### src/rtl/spi_pkg.sv
// Shared definitions for the SPI master sequencer.
// Frame layout: {addr[ADDR_W-1:0], rw, data[DATA_W-1:0]}, MSB first on mosi.
package spi_pkg;

  localparam int unsigned ADDR_W     = 7;
  localparam int unsigned DATA_W     = 8;
  localparam int unsigned FRAME_BITS = ADDR_W + 1 + DATA_W;

  localparam logic RW_READ = 1'b1;

  typedef enum logic [2:0] {
    ST_IDLE,
    ST_SETUP,
    ST_SHIFT,
    ST_HOLD,
    ST_GAP
  } spi_state_e;

endpackage

### src/rtl/spi_clk_gen.sv
// SPI clock generator: divides clk by CLK_DIV per sclk half-period.
//   clk, rst_n  : system clock, async active-low reset
//   en          : run the divider; when low, counter and sclk are held cleared
//   sclk        : registered SPI clock, idle low
//   rise_tick   : high in the cycle whose closing clk edge drives sclk high
//   fall_tick   : high in the cycle whose closing clk edge drives sclk low
module spi_clk_gen #(
  parameter int unsigned CLK_DIV = 4
) (
  input  logic clk,
  input  logic rst_n,
  input  logic en,
  output logic sclk,
  output logic rise_tick,
  output logic fall_tick
);

  localparam logic [7:0] HALF_LAST = 8'(CLK_DIV - 1);

  logic [7:0] half_cnt;
  logic       half_done;

  // Ticks are decoded from registered state so the controller can act on the
  // same clk edge that toggles sclk (e.g. sample miso as sclk rises).
  assign half_done = en && (half_cnt == HALF_LAST);
  assign rise_tick = half_done && !sclk;
  assign fall_tick = half_done &&  sclk;

  always_ff @(posedge clk or negedge rst_n) begin
    if (!rst_n) begin
      half_cnt <= '0;
      sclk     <= 1'b0;
    end else if (!en) begin
      half_cnt <= '0;
      sclk     <= 1'b0;
    end else if (half_done) begin
      half_cnt <= '0;
      sclk     <= ~sclk;
    end else begin
      half_cnt <= half_cnt + 8'd1;
    end
  end

endmodule

### src/rtl/spi_master_ctrl.sv
// SPI master sequencer: accepts one read/write command per handshake, sends a
// {addr, rw, data} frame MSB first, and reports completion on rsp_valid.
//   clk, rst_n          : system clock, async active-low reset
//   req_valid/req_ready : command handshake; req_ready high only in IDLE
//   req_rw              : 1 = read, 0 = write
//   req_addr, req_wdata : command fields (wdata ignored for reads)
//   rsp_valid           : one-cycle completion pulse
//   rsp_rdata           : read data (0 for writes), held until next rsp_valid
//   busy                : high from accept until req_ready returns
//   sclk, cs, mosi, miso: SPI pins (sclk idle low, cs active low)
module spi_master_ctrl
  import spi_pkg::*;
#(
  parameter int unsigned CLK_DIV = 4,
  parameter int unsigned ADDR_W  = spi_pkg::ADDR_W,
  parameter int unsigned DATA_W  = spi_pkg::DATA_W
) (
  input  logic              clk,
  input  logic              rst_n,
  input  logic              req_valid,
  output logic              req_ready,
  input  logic              req_rw,
  input  logic [ADDR_W-1:0] req_addr,
  input  logic [DATA_W-1:0] req_wdata,
  output logic              rsp_valid,
  output logic [DATA_W-1:0] rsp_rdata,
  output logic              busy,
  output logic              sclk,
  output logic              cs,
  output logic              mosi,
  input  logic              miso
);

  localparam int unsigned FBITS = ADDR_W + 1 + DATA_W;
  localparam int unsigned BIT_W = $clog2(FBITS);
  localparam logic [BIT_W-1:0] BIT_LAST = BIT_W'(FBITS - 1);
  localparam logic [BIT_W-1:0] RX_FIRST = BIT_W'(ADDR_W + 1);
  localparam logic [7:0]       PH_LAST  = 8'(CLK_DIV - 1);

  if (CLK_DIV < 2 || CLK_DIV > 255) begin : g_bad_clk_div
    $error("spi_master_ctrl: CLK_DIV must be in 2..255");
  end

  spi_state_e        state, state_next;
  logic [FBITS-1:0]  tx_shift;
  logic [DATA_W-1:0] rx_shift;
  logic              rw_q;
  logic [BIT_W-1:0]  bit_cnt;
  logic [7:0]        phase_cnt;
  logic              phase_done;
  logic              rise_tick, fall_tick;
  logic              accept;
  logic [FBITS-1:0]  frame;

  logic cs_d, req_ready_d, busy_d, rsp_valid_d;

  assign accept     = req_valid && req_ready;
  assign phase_done = (phase_cnt == PH_LAST);
  assign frame      = {req_addr, req_rw, (req_rw == RW_READ) ? {DATA_W{1'b0}} : req_wdata};

  spi_clk_gen #(
    .CLK_DIV (CLK_DIV)
  ) u_clk_gen (
    .clk       (clk),
    .rst_n     (rst_n),
    .en        (state == ST_SHIFT),
    .sclk      (sclk),
    .rise_tick (rise_tick),
    .fall_tick (fall_tick)
  );

  always_ff @(posedge clk or negedge rst_n) begin
    if (!rst_n) state <= ST_IDLE;
    else        state <= state_next;
  end

  always_comb begin
    state_next = state;
    unique case (state)
      ST_IDLE:  if (accept)                            state_next = ST_SETUP;
      ST_SETUP: if (phase_done)                        state_next = ST_SHIFT;
      ST_SHIFT: if (fall_tick && bit_cnt == BIT_LAST)  state_next = ST_HOLD;
      ST_HOLD:  if (phase_done)                        state_next = ST_GAP;
      ST_GAP:   if (phase_done)                        state_next = ST_IDLE;
      default:                                         state_next = ST_IDLE;
    endcase
  end

  // Outputs are registered, so their D-values are decoded from the next state;
  // that puts cs low in the first SETUP cycle and rsp_valid on GAP entry.
  always_comb begin
    cs_d        = !(state_next inside {ST_SETUP, ST_SHIFT, ST_HOLD});
    req_ready_d = (state_next == ST_IDLE);
    busy_d      = (state_next != ST_IDLE);
    rsp_valid_d = (state == ST_HOLD) && (state_next == ST_GAP);
  end

  always_ff @(posedge clk or negedge rst_n) begin
    if (!rst_n) begin
      cs        <= 1'b1;
      req_ready <= 1'b1;
      busy      <= 1'b0;
      rsp_valid <= 1'b0;
      rsp_rdata <= '0;
      mosi      <= 1'b0;
      tx_shift  <= '0;
      rx_shift  <= '0;
      rw_q      <= 1'b0;
      bit_cnt   <= '0;
      phase_cnt <= '0;
    end else begin
      cs        <= cs_d;
      req_ready <= req_ready_d;
      busy      <= busy_d;
      rsp_valid <= rsp_valid_d;

      if (state_next != state || state == ST_IDLE || state == ST_SHIFT)
        phase_cnt <= '0;
      else
        phase_cnt <= phase_cnt + 8'd1;

      if (state == ST_IDLE && accept) begin
        tx_shift <= frame;
        rw_q     <= req_rw;
        mosi     <= frame[FBITS-1];
        bit_cnt  <= '0;
        rx_shift <= '0;
      end

      if (state == ST_SHIFT) begin
        // Only the data field carries slave response bits.
        if (rise_tick && bit_cnt >= RX_FIRST)
          rx_shift <= {rx_shift[DATA_W-2:0], miso};
        if (fall_tick) begin
          bit_cnt <= bit_cnt + 1'b1;
          if (bit_cnt != BIT_LAST) begin
            tx_shift <= tx_shift << 1;
            mosi     <= tx_shift[FBITS-2];
          end
        end
      end

      if (rsp_valid_d) begin
        mosi      <= 1'b0;
        rsp_rdata <= (rw_q == RW_READ) ? rx_shift : '0;
      end
    end
  end

endmodule

### config.mk
export PLATFORM = sky130hd
export DESIGN_NAME = spi_master_ctrl
export DESIGN_NICKNAME = d
export VERILOG_FILES = /design/src/rtl/spi_pkg.sv /design/src/rtl/spi_clk_gen.sv /design/src/rtl/spi_master_ctrl.sv
export SDC_FILE = /design/constraint.sdc
export NUM_CORES = 1
export LEC_CHECK = 0
export ABC_AREA = 1
export CAP_MARGIN = 10
export CORE_MARGIN = 2
export CORE_UTILIZATION = 30
export CTS_BUF_LIST = sky130_fd_sc_hd__clkbuf_4
export DETAILED_ROUTE_END_ITERATION = 16
export SLEW_MARGIN = 20
export SYNTH_ARGS = -nofsm -noshare
export SYNTH_HDL_FRONTEND = slang
export SYNTH_SLANG_ARGS = --single-unit
### constraint.sdc
create_clock -name clk -period 1.6 [get_ports clk]
set_clock_uncertainty 0.1 [all_clocks]
set_input_delay 0.16 -clock clk [delete_from_list [all_inputs] [get_ports clk]]
set_output_delay 0.16 -clock clk [all_outputs]
set_load 0.02 [all_outputs]
# Yosys cells after proc, flatten, opt, wreduce, memory -nomap -nowiden

Cells that the tools add are included.

Bits in registers: 62
Output and inout port bits: 14

Add/subtract/negate cells: 3
Magnitude comparators: 1
Equality and inequality tests: 14
Multiplexer cells: 28
Bitwise gates (word level): 1
Reductions and logical operators: 16

Operators with widths:

| operator                                             | number |
|---|---|
| 2-to-1 mux 16 bit                                    | 4 |
| 2-to-1 mux 8 bit                                     | 8 |
| adder 8 x 1 -> 8 bit (second input constant)         | 2 |
| equality test 8 x 2 -> 1 bit (second input constant) | 2 |
| 2-to-1 mux 3 bit                                     | 5 |
| case mux 3 bit (5 select lines)                      | 1 |
| equality test 3 x 2 -> 1 bit (second input constant) | 4 |
| 2-to-1 mux 4 bit                                     | 3 |
| logical AND 1 bit                                    | 8 |
| 2-to-1 mux 1 bit                                     | 7 |
| equality test 3 x 1 -> 1 bit (second input constant) | 2 |
| equality test 3 bit (second input constant)          | 2 |
| zero test 3 bit                                      | 2 |
| nonzero test 3 bit                                   | 2 |
| adder 4 x 1 -> 4 bit (second input constant)         | 1 |
| equality test 4 bit (second input constant)          | 1 |
| >= comparator 4 bit (second input constant)          | 1 |
| inequality test 4 bit (second input constant)        | 1 |
| inequality test 3 bit                                | 1 |
| zero test 1 bit                                      | 2 |
| logical OR 1 bit                                     | 2 |
| inequality test 2 bit (second input constant)        | 1 |
| NOT 1 bit                                            | 1 |

# Depth between registers and ports, before layout

Gate-level depths: netlist of the first run.

Word-level depth: 10
Gate-level depth with buffers: 9
Gate-level depth less buffers: 9

# Cells and area by module

Synthesis of the first run repeated with hierarchy kept, for this count alone.

Cells, all modules: 351
Area, all modules: 2924.1 um^2

Modules (own cells, without submodules):

| module          | instances | cells an instance | area an instance (um^2) |
|---|---|---|---|
| spi_master_ctrl | 1         | 281               | 2416.1 |
| spi_clk_gen     | 1         | 70                | 508.0 |

# Worst setup path after synthesis of the first run

No wires, ideal clock.

Path kind: reg-to-reg
Start: register u_clk_gen.half_cnt[0]
End: register tx_shift[10]
Arrival: 1331 ps
Required time: 1379 ps
Slack: 49 ps
Stages on the path, launching flop included: 10
Buffers on the path: 1
Clock period less this slack: 1551 ps
Path through: dfrtp_1 -> ha_1 -> nand2_1 -> nor2_1 -> nand2_1 -> nor2_4 -> nand3_4 -> buf_6 -> nand2_1 -> o21ai_1

Longest elaborated chain between the ends: 5

RTL lines:

| what                         | line                   | text |
|---|---|---|
| from (decl)                  | spi_clk_gen.sv:20      | `logic [7:0] half_cnt;` |
| from (signal assigned)       | spi_clk_gen.sv:40      | `half_cnt <= half_cnt + 8'd1;` |
| equality test 8 x 2 -> 1 bit | spi_clk_gen.sv:25      | `assign half_done = en && (half_cnt == HALF_LAST);` |
| logical AND 1 bit            | spi_clk_gen.sv:25      |  |
| logical AND 1 bit            | spi_clk_gen.sv:27      | `assign fall_tick = half_done && sclk;` |
| 2-to-1 mux 16 bit            | spi_master_ctrl.sv:134 | `if (fall_tick) begin` |
| 2-to-1 mux 16 bit            | spi_master_ctrl.sv:130 | `if (state == ST_SHIFT) begin` |
| to (signal assigned)         | spi_master_ctrl.sv:123 | `tx_shift <= frame;` |
| to (signal assigned)         | spi_master_ctrl.sv:137 | `tx_shift <= tx_shift << 1;` |
| to (decl)                    | spi_master_ctrl.sv:45  | `logic [FBITS-1:0] tx_shift;` |

No other way between the ends.
A chain may end at the register's enable or synchronous reset.

# Worst setup path after layout of the first run

Start: register state[2]
End: register tx_shift[6]

Longest elaborated chain between the ends: 6

RTL lines:

| what                   | line                   | text |
|---|---|---|
| from (decl)            | spi_master_ctrl.sv:44  | `spi_state_e state, state_next;` |
| from (signal assigned) | spi_master_ctrl.sv:74  | `else state <= state_next;` |
| zero test 3 bit        | spi_master_ctrl.sv:122 | `if (state == ST_IDLE && accept) begin` |
| logical AND 1 bit      | spi_master_ctrl.sv:122 |  |
| 2-to-1 mux 16 bit      | spi_master_ctrl.sv:122 |  |
| 2-to-1 mux 16 bit      | spi_master_ctrl.sv:136 | `if (bit_cnt != BIT_LAST) begin` |
| 2-to-1 mux 16 bit      | spi_master_ctrl.sv:134 |  |
| 2-to-1 mux 16 bit *    | spi_master_ctrl.sv:130 |  |

Mark *: on every way between the ends. The rest lies on a longest branch, timed or not.

==> impl.org, run 1 <==
** GRT
- The number of antenna violations at the first check in global routing came to 0.
- The first global-routing pass estimated 10500 um of wire.
- The number of global-route vias before repair came to 2415.
- Maximum number of pins on one net before global-route repair :: 62
- Total congestion overflow :: 0
- All-layer global routing usage :: 0.126

** STA
- The worst pin sits at a relative slew slack of 0.780.
- The count of endpoints failing hold in the final timing report was 0.
- The number of slew-limit violations in the final report was 0.
- In the finished design, the share of the clock period the worst path needs comes to 1.00.
- Transition time of the tightest slew-check pin :: 330 ps
- Setup repair after global routing could not meet its margin everywhere.
- Final setup violating endpoints :: 1
- Across all setup checks in the final design, the least slack found is -0.247 ps.
- Time the worst path needs with I/O delays and setup :: 1600 ps
- Fmax :: 0.625 GHz

** Synthesis
- By instance count, the leading cell after synthesis is sky130_fd_sc_hd__nand2_1.
- For this run, the number of Yosys warnings is 0.
- Post-synthesis instance area :: 2910 um2
- Mean post-synth cell area :: 8.37 um2
- Proportion of netlist area held by the largest area contributor :: 0.507
- Sequential fraction of the synthesis area :: 0.525
- In this run, synthesis produced a sequential element count of 61.
- Yosys mapped the design onto 28 distinct sky130hd cell types.
- Leading post-synthesis cells by instance count :: 95 x sky130_fd_sc_hd__nand2_1, 59 x sky130_fd_sc_hd__dfrtp_1, 39 x sky130_fd_sc_hd__inv_1, 39 x sky130_fd_sc_hd__nand3_1, 31 x sky130_fd_sc_hd__nor2_1
- Synthesis handed over a netlist of 348 instances.
- In the synthesized netlist the dominant register cell turns out to be sky130_fd_sc_hd__dfrtp_1.
- Biggest area contributors in the synthesized netlist :: sky130_fd_sc_hd__dfrtp_1 51%, sky130_fd_sc_hd__nand2_1 12%, sky130_fd_sc_hd__nand3_1 6.7%, sky130_fd_sc_hd__inv_1 5.0%, sky130_fd_sc_hd__o21ai_0 4.8%
- Of all flip-flops after synthesis, the portion carrying an async set or reset was 1.00.
- Net count after synthesis :: 372
- Of all cell types, the one taking the most synthesized area is sky130_fd_sc_hd__dfrtp_1.
- Yosys mapped a number of flops with a built-in enable equal to 0.

** Worst setup path
- Counting both buffers and inverters, the worst setup path holds a total of 3.
- Among all stages on the critical path, the largest delay is contributed by sky130_fd_sc_hd__dfrtp_2.
- Worst flop-to-flop path startpoint :: state[2]$_DFF_PN0_
- Worst stage delay on the critical path :: 470 ps
- Worst setup path category :: reg2reg
- CP Launch Type :: flop
- Data on the critical path arrives at its endpoint at 1840 ps.
- In this run the worst path has a maximum fanout of 14.
- The signal on the critical path passes through inv_2 -> nand3_2 -> nor2_4 -> buf_4 -> clkbuf_16 -> nand3_1 -> o21ai_0 -> nand2_1 -> o21ai_2.
- Largest delay share family, worst path :: flip-flops
- Critical path endpoint category :: flop
- Critical Path Start :: state[2]$_DFF_PN0_
- Critical path required time :: 1840 ps

** Floorplan
- Site row count :: 35
- The region available for standard cell placement spans 9330 um2.
- The die covers 10500 um2.
- Die span in x :: 103 um
- Die Span Y :: 103 um
- Effective utilization at floorplan :: 0.312
- Number of top-level pins :: 34

** Clock tree
- The tree is rooted in a sky130_fd_sc_hd__clkbuf_4.
- Worst-case clock buffer depth :: 2
- Buffers inserted during clock tree synthesis total 9.
- Number of sinks on the clock net :: 61
- In this run the number of H-tree levels came out at 3.
- The later pin in the worst-skew pair is clocked with a latency of 400 ps.
- TritonCTS clock tree :: done
- CTS clk-pin slew, worst paths :: 110 ps

** Placement
- Buffers placed on the I/O ports in this run total 33.
- Routability Congestion :: 0.776
- # placed instances :: 526
- Dpl ws :: -43.6 ps
- Post-detailed-placement half-perimeter wirelength :: 4060 um

** Drt
- Before antenna repair, the detailed router went through 4 iterations.
- After detailed routing, the number of vias per cell comes to 4.49.
- DRT Wirelength :: 6270 um
- For this block, the initial DRC count from the detailed router was 81.
- In the routed design, unresolved DRC markers number 0.
- The routed layout has 2494 vias.
- Antenna violation net count after detailed routing :: 0
- Routed length per placed instance :: 11.3 um

** Run status
- Violated checks :: negative setup slack
- The run finished, with violations left.

** Finish
- Net count, final :: 446
- Area overhead of the layout relative to synthesis :: 34.9%
- In the final layout, the share of cells above drive strength 1 is 0.230.
- Fillcell total :: 933
- Number of antenna cells inserted :: 0
- Post-layout instance count excluding filler cells :: 556

** Power
- Worst IR drop on VDD :: 0.000610 V
- Summing internal, switching and leakage power gives 4.82 mW.
- Summed over all cells, the static leakage comes to 1.89 nW.
- For this design the ratio of total power to cell area is 1230 nW/um2.

** Min path
- Type of the tightest min-delay check :: in2async

** Job
- Max Cap Viol :: 0
==> state kept, by name, indices dropped and copies added, names as in the netlist, 3 cells and up <==
name,count
tx_shift,15
state,3
rx_shift,8
bit_cnt,4
phase_cnt,8
u_clk_gen.half_cnt,8
rsp_rdata,8
==> worst register-to-register path: cells and delay by family (launching register included) <==
family	cells	cell delay, ps
AOI/OAI and AO/OA	2	130
buffers and inverters	3	390
DFF	1	470
and+or+nand+nor	4	450
==> power breakdown <==
part	internal, mW	total, mW	switching, mW
clock	0.465	1.04	0.580
sequential	1.89	2.08	0.188
combinational	0.775	1.69	0.917
==> final cells by class <==
cell class              instances  area [um2]  area share
flip-flops and latches         61        1530       0.390
multi-input cells             236        1240       0.315
repair buffers                 72         703       0.179
inverters                      42         163      0.0414
well taps                     129         161      0.0411
clock buffers                   9        67.6      0.0172
clock inverters                 7        66.3      0.0169
==> kinds of logic (layout without fill, tap and decap cells) <==
family | after synthesis | after routing | share of synthesized area
simple gates | 177 | 177 | 0.264
xor+xnor | 8 | 8 | 0.0240
buf+inv | 51 | 130 | 0.0794
fa+ha+maj | 4 | 4 | 0.0172
flops | 61 | 61 | 0.525
compound gates | 47 | 47 | 0.0902
==> metrics by stage <==
| step | TNS [ps] | hold slack, ps | cell area [um2] | utilization |
|---|---|---|---|---|
| global route | -2860 | 180 | 3930 | 0.421 |
| global placement | -196 | 97.5 | 3570 | 0.383 |
| floorplan | 0 | -236 | 2910 | - |
| detailed placement | -175 | 94.2 | 3570 | 0.383 |
| CTS | 0 | 171 | 3710 | 0.397 |
| finish | -0.247 | 191 | 3930 | 0.421 |
==> routing by layer <==
layer / wire (um) / vias up / part of all wire / track usage
met4: 51 / 0 / 0.0081 / 0.0308
met2: 3100 / 32 / 0.50 / 0.219
met3: 198 / 8 / 0.032 / 0.0400
met5: 0 / - / 0 / 0
met1: 2910 / 1197 / 0.46 / 0.152
li1: - / 1257 / - / -
==> layout by cell type, fill, tap and decap left out, types with 11 or more instances in the layout <==
master	netlist	final
sky130_fd_sc_hd__nand2_1	95	89
sky130_fd_sc_hd__dfrtp_1	59	57
sky130_fd_sc_hd__inv_1	39	35
sky130_fd_sc_hd__nand3_1	39	32
sky130_fd_sc_hd__buf_4	0	28
sky130_fd_sc_hd__nor2_1	31	27
sky130_fd_sc_hd__o21ai_0	28	21
sky130_fd_sc_hd__clkdlybuf4s50_1	0	18
sky130_fd_sc_hd__dlygate4sd2_1	0	14
sky130_fd_sc_hd__o21ai_1	7	11
==> final timing paths <==
kind,to,slack [ps],depth (start not counted)
max,tx_shift[6]$_DFF_PN0_,-0.2,9
min,phase_cnt[6]$_DFF_PN0_,190,3
max reg2reg,tx_shift[6]$_DFF_PN0_,-0.2,9
min reg2reg,rsp_rdata[6]$_DFFE_PN0P_,390,2
max in group asynchronous,cs$_DFF_PN1_,900,3
min in group clk,rx_shift[0]$_DFF_PN0_,200,3
==> timing repair <==
action                                  CTS  global route
gates resized for setup                  16            38
cloned                                    0             2
buffers inserted                          0            11
endpoints found under the setup margin   22            51
endpoints found under the hold margin    61             0
hold buffers                              1             0
pin swaps                                 0             6
Power figures use the tool's default switching activity.
==> run 2, diff against run 1 <==
--- a/config.mk
+++ b/config.mk
@@ -7,11 +7,12 @@
 export LEC_CHECK = 0
 export ABC_AREA = 1
 export CAP_MARGIN = 10
+export CORE_ASPECT_RATIO = 1.75
 export CORE_MARGIN = 2
 export CORE_UTILIZATION = 30
 export CTS_BUF_LIST = sky130_fd_sc_hd__clkbuf_4
 export DETAILED_ROUTE_END_ITERATION = 16
-export SLEW_MARGIN = 20
+export SLEW_MARGIN = 40
 export SYNTH_ARGS = -nofsm -noshare
 export SYNTH_HDL_FRONTEND = slang
 export SYNTH_SLANG_ARGS = --single-unit
==> impl.org, run 2 (synthesis results as in run 1) <==
** Worst setup path
- The number of cells on the worst reg-to-reg path came to 9 (unchanged).
- Worst stage delay on the critical path :: 410 ps (-60 ps)
- The worst setup path is captured at a flop.
- Critical path required time :: 1800 ps (-40 ps)
- The worst setup path is of the reg2reg kind.
- The register-to-register setup slack came to 30 ps (+30 ps).
- Walking the worst path, the cells encountered are ha_4 -> nand2_2 -> nor2_1 -> nand2_1 -> nor2_4 -> nand3_4 -> buf_12 -> nand2_1 -> o21ai_2.
- The worst endpoint data arrival time is 1780 ps (-60 ps).
- CP Launch Type :: flop
- Terminus of the critical flop-to-flop path :: tx_shift[6]$_DFF_PN0_
- Critical path depth :: 9 (unchanged)
- Last element of the critical path :: tx_shift[6]$_DFF_PN0_
- Critical Path Start :: u_clk_gen.half_cnt[1]$_DFF_PN0_
- In this run the critical register-to-register path is launched from u_clk_gen.half_cnt[1]$_DFF_PN0_.
- Largest delay share family, worst path :: simple AND/OR/NAND/NOR gates
- Most common cell on crit path :: sky130_fd_sc_hd__nand2_1
- The sum of buffers and inverters on the critical path is 1 (-2).
- The maximum fanout count along the critical path came to 26 (+12).
- Among all stages on the critical path, the largest delay is contributed by sky130_fd_sc_hd__dfrtp_1.

** Clock tree
- The insertion delay to the later sink of the worst-skew pair is 400 ps (about the same).
- Number of sinks on the clock net :: 61 (unchanged)
- TritonCTS built the clock tree.
- The maximum count of clock buffers along a single path came to 2 (unchanged).
- Total number of H-tree levels :: 3 (unchanged)
- Clock root buffer :: sky130_fd_sc_hd__clkbuf_4
- Total clock buffers created by CTS :: 9 (unchanged)
- The clock-pin slew reported for the worst setup and hold paths after clock tree synthesis is 100 ps (about the same).

** STA
- Worst Slack Setup Final :: 26.3 ps (+26.6 ps)
- RSZ-0062 raised after global routing :: true
- Fmax :: 0.635 GHz (+1.7%)
- Fin crit share :: 0.984 (-0.0166)
- The number of slew-limit violations in the final report was 0 (unchanged).
- Time the worst path needs with I/O delays and setup :: 1570 ps (-26.6 ps)
- The slew at the pin with the worst max-slew slack is 323 ps (-6.80 ps).
- Fin Hold WS :: 186 ps (-5.21 ps)
- The relative max-transition margin was 0.785 (+0.00453).
- The count of endpoints failing hold in the final timing report was 0 (unchanged).
- Final setup violating endpoints :: 0 (-1)

** Drt
- The detailed router used layers up to and including met4.
- The DRC violation count after routing was 0 (unchanged).
- Post-detailed-route via-to-cell ratio :: 4.52 (+0.81%)
- Length of routed wiring on met1 :: 2500 um (-14%)
- Antenna violation net count after detailed routing :: 0 (unchanged)
- The total wire length is 6350 um (+1.3%).
- Via count of the routed design :: 2460 (-1.4%)
- DRT iter0 DRCs :: 104 (+28%)
- Routed length per placed instance :: 11.7 um (+3.6%)
- The wire length on met2 came to 3510 um (+13%).
- The detailed-routing iteration count for the pre-antenna-repair pass came to 5 (+1).
- The met3 layer wire length in the routed design was 211 um (+6.6%).

** Finish
- Leaving out fill and tap cells, the most frequent cell in the layout is sky130_fd_sc_hd__nand2_1.
- Top library cells by usage in the layout, fill and taps aside :: 82 x sky130_fd_sc_hd__nand2_1, 58 x sky130_fd_sc_hd__dfrtp_1, 36 x sky130_fd_sc_hd__inv_1
- The layout net count came to 440 (-1.3%).
- The area growth from synthesis to layout is 34.0%.
- Register with the most flip-flops :: tx_shift
- The ratio of cells with drive above 1 in the final layout came to 0.235 (+0.00565).
- The number of standard cells in the final layout excluding fillers was 544 (-2.2%).
- The flip-flop count of the largest register after layout was 15 (unchanged).

** GRT
- The maximum number of pins on one net before global-route repair came to 62 (unchanged).
- The number of antenna violations at the first check in global routing came to 1 (+1).
- Global-route wire length before repair :: 10600 um (+1.6%)
- Total congestion overflow :: 0 (unchanged)
- The number of global-route vias before repair was 2402 (-0.54%).
- All-layer global routing usage :: 0.130 (+0.00370)

** Job
- The count of max-cap constraint violations came to 0 (unchanged).

** Floorplan
- Site row count :: 47 (+34%)
- Core area :: 9470 um2 (+1.5%)
- Floorplan die area :: 10500 um2 (+0.30%)
- Effective utilization at floorplan :: 0.308 (-0.00462)
- The floorplan die width was 78.5 um (-23%).
- Number of top-level pins :: 34 (unchanged)
- The die span in y was 134 um (+31%).

** Placement
- The count of port buffers added during placement was 33 (unchanged).
- The worst setup slack after placement is -65.0 ps (-21.4 ps).
- The number of placed cells counting well taps came to 519 (-1.3%).
- The final weighted congestion in routability-driven placement was 0.800 (+3.1%).
- Post-detailed-placement half-perimeter wirelength :: 4390 um (+8.2%)

** Power
- The total power is 4.79 mW (-0.53%).
- The worst-case vdd ir drop is 0.000540 V (-11%).
- The power per cell area came to 1230 nW/um2 (about the same).
- The static power due to leakage was 1.87 nW (-1.2%).

** Min path
- Type of the tightest min-delay check :: in2async

** Run status
- The run finished with clean final reports.
-- run 2: worst reg2reg max path, delay by kind of cell, from the launching register on --
| family | cells | cell delay, ps |
|---|---|---|
| DFF | 1 | 410 |
| AOI/OAI and AO/OA | 1 | 50 |
| buffers and inverters | 1 | 170 |
| adders and majority gates | 1 | 170 |
| and+or+nand+nor | 6 | 570 |
-- run 2: power breakdown --
group | internal [mW] | total (mW) | switching (mW)
combinational | 0.677 | 1.56 | 0.885
sequential | 1.89 | 2.08 | 0.191
clock | 0.611 | 1.15 | 0.540
-- run 2: worst min path at each step --
| stage | startpoint | end | slack (ps) | cells past startpoint |
|---|---|---|---|---|
| floorplan | rst_n | bit_cnt[0]$_DFF_PN0_ | -240 | 0 |
| global placement | rst_n | rsp_rdata[4]$_DFFE_PN0P_ | 100 | 2 |
| detailed placement | rst_n | rsp_rdata[4]$_DFFE_PN0P_ | 100 | 2 |
| CTS | rst_n | rw_q$_DFFE_PN0P_ | 180 | 3 |
| global route | rst_n | rx_shift[5]$_DFF_PN0_ | 170 | 3 |
| finish | rst_n | rw_q$_DFFE_PN0P_ | 190 | 3 |
-- run 2: timing repair --
item                       in CTS  in global routing
buffers inserted                0                  8
resized for setup              19                 44
setup endpoints to repair      31                 55
hold endpoints to repair       61                  0
pin swaps                       3                 12
hold buffers                    1                  0
-- run 2: cell type report --
class	instances	area, um2
inverters	42	165
clock buffers	9	67.6
repair buffers	66	632
clock inverters	7	80.1
flip-flops and latches	61	1530
well taps	122	153
diodes	1	2.50
multi-input cells	236	1280
fillers	950	5560
-- run 2: per-stage QoR --
stage                     TNS, ps   util  instance area, um2
after floorplan                 0      -                2910
after global placement       -168  0.377                3570
after detailed placement     -498  0.377                3570
after CTS                   -7.62  0.394                3730
after global routing        -1670  0.413                3910
final                           0  0.413                3910
-- run 2: routing by layer --
layer  GRT usage  vias up
met1       0.138     1166
met5           0        -
met4      0.0663        0
met2       0.228       36
met3      0.0370        9
li1            -     1249
